===== config.mk =====
export PLATFORM = sky130hd
export DESIGN_NAME = multiplexor_display
export DESIGN_NICKNAME = d
export VERILOG_FILES = /design/src/rtl/multiplexor_display.sv
export SDC_FILE = /design/constraint.sdc
export NUM_CORES = 1
export LEC_CHECK = 0
export CAP_MARGIN = 25
export CORE_UTILIZATION = 50
export DETAILED_ROUTE_END_ITERATION = 12
export GPL_ROUTABILITY_DRIVEN = 1
export PLACE_DENSITY = 0.78
export RECOVER_POWER = 50
export SYNTH_ARGS = -nofsm -noshare
export SYNTH_HDL_FRONTEND = slang
export SYNTH_SLANG_ARGS = --single-unit

===== constraint.sdc =====
create_clock -name reloj -period 2.8 [get_ports reloj]
set_clock_uncertainty 0.1 [all_clocks]
set_input_delay 0.56 -clock reloj [delete_from_list [all_inputs] [get_ports reloj]]
set_output_delay 0.56 -clock reloj [all_outputs]
set_load 0.1 [all_outputs]

===== src/rtl/multiplexor_display.sv =====
// rtl/multiplexor_display.sv - four-digit time-multiplexed hex display scanner
//
// Ports:
//   reloj        in   system clock, rising edge
//   reinicio_n   in   asynchronous active-low reset
//   valor[15:0]  in   four hex nibbles, digit i = valor[4i+3:4i]
//   cargar       in   load strobe, valor captured on every edge it is high
//   apagar_ceros in   1 = blank leading-zero digits (digit 0 always lit)
//   digito[3:0]  out  nibble of the selected digit, feeds the 7-segment translator
//   anodo[3:0]   out  active-low digit enables, one cycle behind digito
//   fin_barrido  out  one-cycle pulse after each completed 4-digit scan

module multiplexor_display #(
    parameter int DIVISOR = 50000
) (
    input  logic        reloj,
    input  logic        reinicio_n,
    input  logic [15:0] valor,
    input  logic        cargar,
    input  logic        apagar_ceros,
    output logic [3:0]  digito,
    output logic [3:0]  anodo,
    output logic        fin_barrido
);

    localparam logic [15:0] CNT_LAST = 16'(DIVISOR - 1);

    logic [15:0] cnt_q,       cnt_d;
    logic [1:0]  indice_q,    indice_d;
    logic [15:0] pendiente_q, pendiente_d;
    logic [15:0] mostrado_q,  mostrado_d;
    logic [3:0]  digito_q,    digito_d;
    logic        blank_q,     blank_d;
    logic [3:0]  anodo_q,     anodo_d;
    logic        fin_q,       fin_d;

    logic tick;
    logic wrap;
    logic leading_zero;

    always_comb begin
        tick = (cnt_q == CNT_LAST);
        wrap = tick && (indice_q == 2'd3);

        cnt_d    = tick ? 16'd0 : cnt_q + 16'd1;
        indice_d = tick ? indice_q + 2'd1 : indice_q;

        pendiente_d = cargar ? valor : pendiente_q;

        // A load on the wrap edge itself bypasses pendiente so the new value
        // is shown starting with digit 0 of the scan that begins now.
        mostrado_d = mostrado_q;
        if (wrap) begin
            mostrado_d = cargar ? valor : pendiente_q;
        end

        // Leading-zero test against the value that will be on screen for the
        // digit being selected; digit 0 is never considered blank.
        leading_zero = 1'b0;
        case (indice_d)
            2'd1:    leading_zero = (mostrado_d[15:4]  == 12'h000);
            2'd2:    leading_zero = (mostrado_d[15:8]  == 8'h00);
            2'd3:    leading_zero = (mostrado_d[15:12] == 4'h0);
            default: leading_zero = 1'b0;
        endcase

        // digito and its blank flag are captured together so the anode stage
        // one cycle later uses the conditions of the digit it is enabling.
        digito_d = digito_q;
        blank_d  = blank_q;
        if (tick) begin
            digito_d = mostrado_d[{indice_d, 2'b00} +: 4];
            blank_d  = apagar_ceros && leading_zero;
        end

        // indice_q names the digit currently held in digito_q, so decoding it
        // here delays the anode by exactly the translator's one-cycle latency.
        anodo_d = blank_q ? 4'b1111 : ~(4'b0001 << indice_q);

        fin_d = wrap;
    end

    always_ff @(posedge reloj or negedge reinicio_n) begin
        if (!reinicio_n) begin
            cnt_q       <= 16'd0;
            indice_q    <= 2'd0;
            pendiente_q <= 16'h0000;
            mostrado_q  <= 16'h0000;
            digito_q    <= 4'h0;
            blank_q     <= 1'b0;
            anodo_q     <= 4'b1111;
            fin_q       <= 1'b0;
        end else begin
            cnt_q       <= cnt_d;
            indice_q    <= indice_d;
            pendiente_q <= pendiente_d;
            mostrado_q  <= mostrado_d;
            digito_q    <= digito_d;
            blank_q     <= blank_d;
            anodo_q     <= anodo_d;
            fin_q       <= fin_d;
        end
    end

    assign digito      = digito_q;
    assign anodo       = anodo_q;
    assign fin_barrido = fin_q;

endmodule

# ---- Word-level counts from Yosys, hierarchy flattened
# Index checks and enable logic that the tools add are counted.
dict set report word_totals {
  reg_bits 60
  input_bits 20
  out_inout_bits 9
  wordCells 29
}
dict set report classes {
  n_addsub 2
  n_eq_ne 5
  shifts 2
  n_mux 6
  bitwise 1
  n_reduce_logical 5
}
# operator n
set ops {}
lappend ops {{two-way mux 16 bit} 3}
lappend ops {{adder 16 x 1 -> 16 bit, second input constant} 1}
lappend ops {{== test 16 bit, second input constant} 1}
lappend ops {{indexed part select 16 x 5 -> 4 bit} 1}
lappend ops {{zero test 12 bit} 1}
lappend ops {{zero test 8 bit} 1}
lappend ops {{== test 2 bit, second input constant} 3}
lappend ops {{zero test 4 bit} 1}
lappend ops {{two-way mux 4 bit} 1}
lappend ops {{NOT 4 bit} 1}
lappend ops {{<< shifter 1 x 2 -> 4 bit, first input constant} 1}
lappend ops {{case mux 1 bit (3 select lines)} 1}
lappend ops {{adder 2 x 1 -> 2 bit, second input constant} 1}
lappend ops {{== test 2 x 1 -> 1 bit, second input constant} 1}
lappend ops {{logical AND 1 bit} 2}
lappend ops {{two-way mux 2 bit} 1}

# ---- Longest topological paths before layout
dict set report depth {
  word_depth 6
  ltp_mapped 8
  depth_no_buf 7
}

# ---- Worst setup path after synthesis
# No wires, ideal clock.
dict set report synth_path {
  path_kind {reg-to-reg}
  startpoint {register cnt_q[5]}
  endpoint {register digito_q[1], in the netlist digito[1]}
  setup_time_ns 0.126
  arrival_time_ns 2.691
  required_ns 2.574
  path_slack_ns -0.117
  path_stages_with_launch 7
  path_buffers 1
  period_less_slack_ns 2.917
  cell_sequence {dfrtp_1 > or4b_4 > or4_4 > buf_6 > mux2_4 > mux4_2 > mux2_4}
}
dict set report synth_via {
  elab_chain_len 4
  elab_cells_between_ends 5
  classes_between {1 x eq/ne; 1 x shift; 2 x mux; 1 x reduce/logical}
}
# item line
set synth_lines {}
lappend synth_lines {{start: declaration} 28} ;# logic [15:0] cnt_q, cnt_d;
lappend synth_lines {{start signal: assignment} 94} ;# cnt_q <= cnt_d;
lappend synth_lines {{== test 16 bit} 42} ;# tick = (cnt_q == CNT_LAST);
lappend synth_lines {{logical AND 1 bit} 43} ;# wrap = tick && (indice_q == 2'd3);
lappend synth_lines {{two-way mux 16 bit} 53} ;# if (wrap) begin
lappend synth_lines {{via mostrado_d[13]} 31} ;# logic [15:0] mostrado_q, mostrado_d;
lappend synth_lines {{indexed part select 16 x 5 -> 4 bit} 72} ;# digito_d = mostrado_d[{indice_d, 2'b00} +: 4];
lappend synth_lines {{end signal: assignment} 98} ;# digito_q <= digito_d;
lappend synth_lines {{end: declaration} 32} ;# logic [3:0] digito_q, digito_d;
# The timed path passes the listed nets, and every way through them passes these cells.
# A chain may end at the register's enable or synchronous reset.

# ---- Worst setup path after layout
dict set report layout_path {
  startpoint {register cnt_q[12]}
  endpoint {register digito_q[0], in the netlist digito[0]}
}
# The elaborated chain is that of the path after synthesis.

==> flow_metrics.tcl <==
set metrics [dict create \
    run_status "complete, but fails checks" \
    violated_checks "setup timing" \
    yosys_warnings 0 \
    finalWeightedCongestion 0.807 \
    cts.hold.buffers_added 0 \
    multi_input_comb_area_um2 1120 \
    worstSetupStartpoint "cnt_q[12]" \
    crit_required_ns 2.93 \
    reg2reg_capture_point "digito[0]" \
    nFillCells 377 \
    slew_headroom_pct 3.28 \
    post-route-util_pct 69.8 \
    clk_path_buf_depth 2 \
    drv_slew 0 \
    tritoncts "yes" \
    synthDistinctLibCells 33 \
    design_power_total_mw 1.94 \
    timing.final.hold_violations 0 \
    crit_reg_reg_startpoint "cnt_q[12]" \
    total_cts_buffers 9 \
    cts_max_level 3 \
    num-nets-final 310 \
    grt_antenna_before_repair 0 \
    synth_nets 243 \
    dpl_worst_slack_ns -0.0998 \
    critical_path.max_fanout 8 \
    syn_to_final_growth_pct 34.6 \
    drtPass1Iterations 4 \
    num_io_pins 29 \
    avgRoutedWirePerCell_um 16.1 \
    power_density_nw_per_um2 544 \
    mappedNetlistArea_um2 2650 \
    setup-violations-final 3 \
    path_class "reg -> reg" \
    max_freq_mhz 345 \
    timing.critical_path.to_type "register" \
    layout.cells.most_common "dfrtp_1" \
    power_report.internal_total_mw 1.54 \
    synth_seq_area_share_pct 56.8 \
    placed_cell_area_um2 3210 \
    dp_hpwl_um 3540 \
    grt_pass1_vias 1854 \
    initial_util_pct 51.9 \
    grt_use_total_pct 23.5 \
    stdcell_area_um2 3570 \
    floorplan.die.width_um 74.8 \
    dr_total_vias 1921 \
    timing.critical_path.arrival_ns 3.04 \
    vias_per_cell 5.34 \
    timing.final.ws_setup_ns -0.101 \
    cts.sink_count 60 \
    crit_path_cell_trace "or4bb_4, or4_4, buf_12, nand2_1, o21ai_2, mux4_2, mux2_4" \
    maximum_number_of_pins_on_one_net_before_global_route_repair 61 \
    post_synth_inst_count 218 \
    static-leakage-power_nw 1.70 \
    regToRegSetupSlack_ns -0.10 \
    fp.coreArea_um2 5110 \
    post_route_cells_drive_above_1_share_pct 33.4 \
    path_buf_inv 1 \
    layout_min_cycle_time_ns 2.90 \
    start_kind "register" \
    sw_frac_of_total_pct 20.6 \
    drc 0 \
    drt-initial-drc-count 174 \
    power_switching_uw 400 \
    p_comb_share_pct 6.0 \
    share_clk_of_total_power_pct 47.5 \
    clockRootBuffer "clkbuf_8" \
    antenna_violating_nets_post_route 0 \
    vdd_drop_max_v 0.000296 \
    grt_setup_unrepaired "yes" \
    layout_common_cells "dfrtp_1, buf_4, nand2_1, clkdlybuf4s50_1, inv_1" \
    synth_seq_cells 60 \
    avg_cell_area_syn_um2 12.2 \
    number_of_antenna_repair_diodes 0 \
    worst_setup_hold_path_clk_slew_ns 0.07 \
    die-area_um2 5600 \
    dieHeight_um 74.8 \
    sequentialPowerShare_pct 46.5 \
    worst_slew_pin_slew_ns 1.45 \
    crit_cells 7 \
    critical_path.endpoint "digito[0]" \
    port_buffers 28 \
    register_area_um2 1510 \
    routed_wl_um 5800 \
    placement_rows 26 \
    timing.hold.worst.class "reg -> reg" \
    worstSkewPairLatency_ns 0.35 \
    gr-total-overflow 0 \
    drv.max_cap_violation_count 0 \
    crit_path_top_delay_cell "or4_4" \
    grt_first_pass_wirelength_um 9110 \
    kind_of_cell_adding_the_most_delay_to_the_critical_path "simple AND/OR/NAND/NOR gates" \
    cp_slowest_stage_delay_ns 0.64 \
    timing.reg2reg.worst_path_depth 7 \
    finalCritPeriodShare_pct 104 \
]
## power groups by stage
stage          clock network, mW  logic [mW]  registers [mW]
5_1_grt                    0.974       0.128           0.905
3_3_place_gp                   0       0.110           0.916
3_5_place_dp                   0       0.113           0.918
2_1_floorplan                  0      0.0451           0.916
6_report                   0.922       0.116           0.903
4_1_cts                    0.934       0.115           0.903
## Yosys cell counts (all sizes together)
cell type,count,share of area (%)
dfrtp,56,53
and3,4,0.94
nor3,3,0.57
nor3b,1,0.28
dfstp,4,4.0
nand3,9,1.7
o221ai,1,0.33
or3,1,0.24
ha,5,2.4
xor2,10,3.3
buf,3,0.76
mux4,4,3.4
mux2,15,7.2
o21ai,12,2.3
nor4b,1,0.57
xnor2,5,1.7
nor4,3,0.71
nand2,21,3.0
or4b,1,0.52
o32ai,1,0.33
o31ai,1,0.28
mux2i,13,4.9
nand2b,5,1.2
or4bb,2,0.85
nor2b,1,0.24
nor2,13,1.8
clkbuf,5,0.71
inv,15,2.1
nand4,2,0.47
or4,1,0.42
## worst min-delay path by stage
stage	startpoint	to	slack, ns	depth (start not counted)
5_1_grt	cnt_q[0]	cnt_q[0]	0.41	1
6_report	cnt_q[0]	cnt_q[0]	0.39	1
3_5_place_dp	pendiente_q[2]	pendiente_q[2]	0.36	2
2_1_floorplan	reinicio_n	blank_q	0.16	0
4_1_cts	reinicio_n	pendiente_q[13]	0.29	2
3_3_place_gp	pendiente_q[2]	pendiente_q[2]	0.37	2
## kinds of logic after synthesis
kind of cell,count (synthesis),synth area share (%)
AND/OR/NAND/NOR,68,13.5
flip-flops,60,56.8
multiplexers,32,15.5
buffers and inverters,23,3.59
AO/OA/AOI/OAI,15,3.21
XOR/XNOR,15,4.96
adder cells (fa/ha/maj),5,2.36
## per-stage QoR
| stage | TNS, ns | std cells | hold slack [ns] |
|---|---|---|---|
| 2_1_floorplan | -0.146 | 218 | 0.164 |
| 3_3_place_gp | -0.0942 | 339 | 0.367 |
| 3_5_place_dp | -0.301 | 339 | 0.363 |
| 4_1_cts | -0.175 | 359 | 0.289 |
| 5_1_grt | -0.488 | 360 | 0.408 |
| 6_report | -0.256 | 360 | 0.386 |
## timing repair
action                     CTS  global route
cloned                       3             0
setup endpoints to repair    4             5
resized for setup           10            17
setup buffers                1             1
pin swaps                    1             4
## layer usage
layer	GRT usage [%]	vias up	part of all wire (%)
met5	0	-	0
met4	15.1	0	3.4
met3	6.83	23	4.8
met2	35.6	74	49
met1	29.5	940	43
li1	-	884	-
## layout make-up
class                           count  area share [%]
Timing Repair Buffer               63            15.7
Sequential cell                    60            42.2
Clock buffer                       11            3.68
Clock inverter                      5            2.81
Tap cell                           70            2.46
Multi-Input combinational cell    136            31.5
Inverter                           15            1.58
## registers in the layout (all words and copies together) (netlist names)
name / flops
mostrado_q: 16
digito: 4
anodo: 4
pendiente_q: 16
fin_barrido: 1
blank_q: 1
cnt_q: 16
indice_q: 2
## worst register-to-register path: stages, from the launching register on
cell and delay, ns:
dfrtp_1 0.38, or4bb_4 0.57, or4_4 0.64, buf_12 0.18, nand2_1 0.10, o21ai_2 0.07, mux4_2 0.48, mux2_4 0.27
Note: power is estimated with default switching activity, not from simulation.
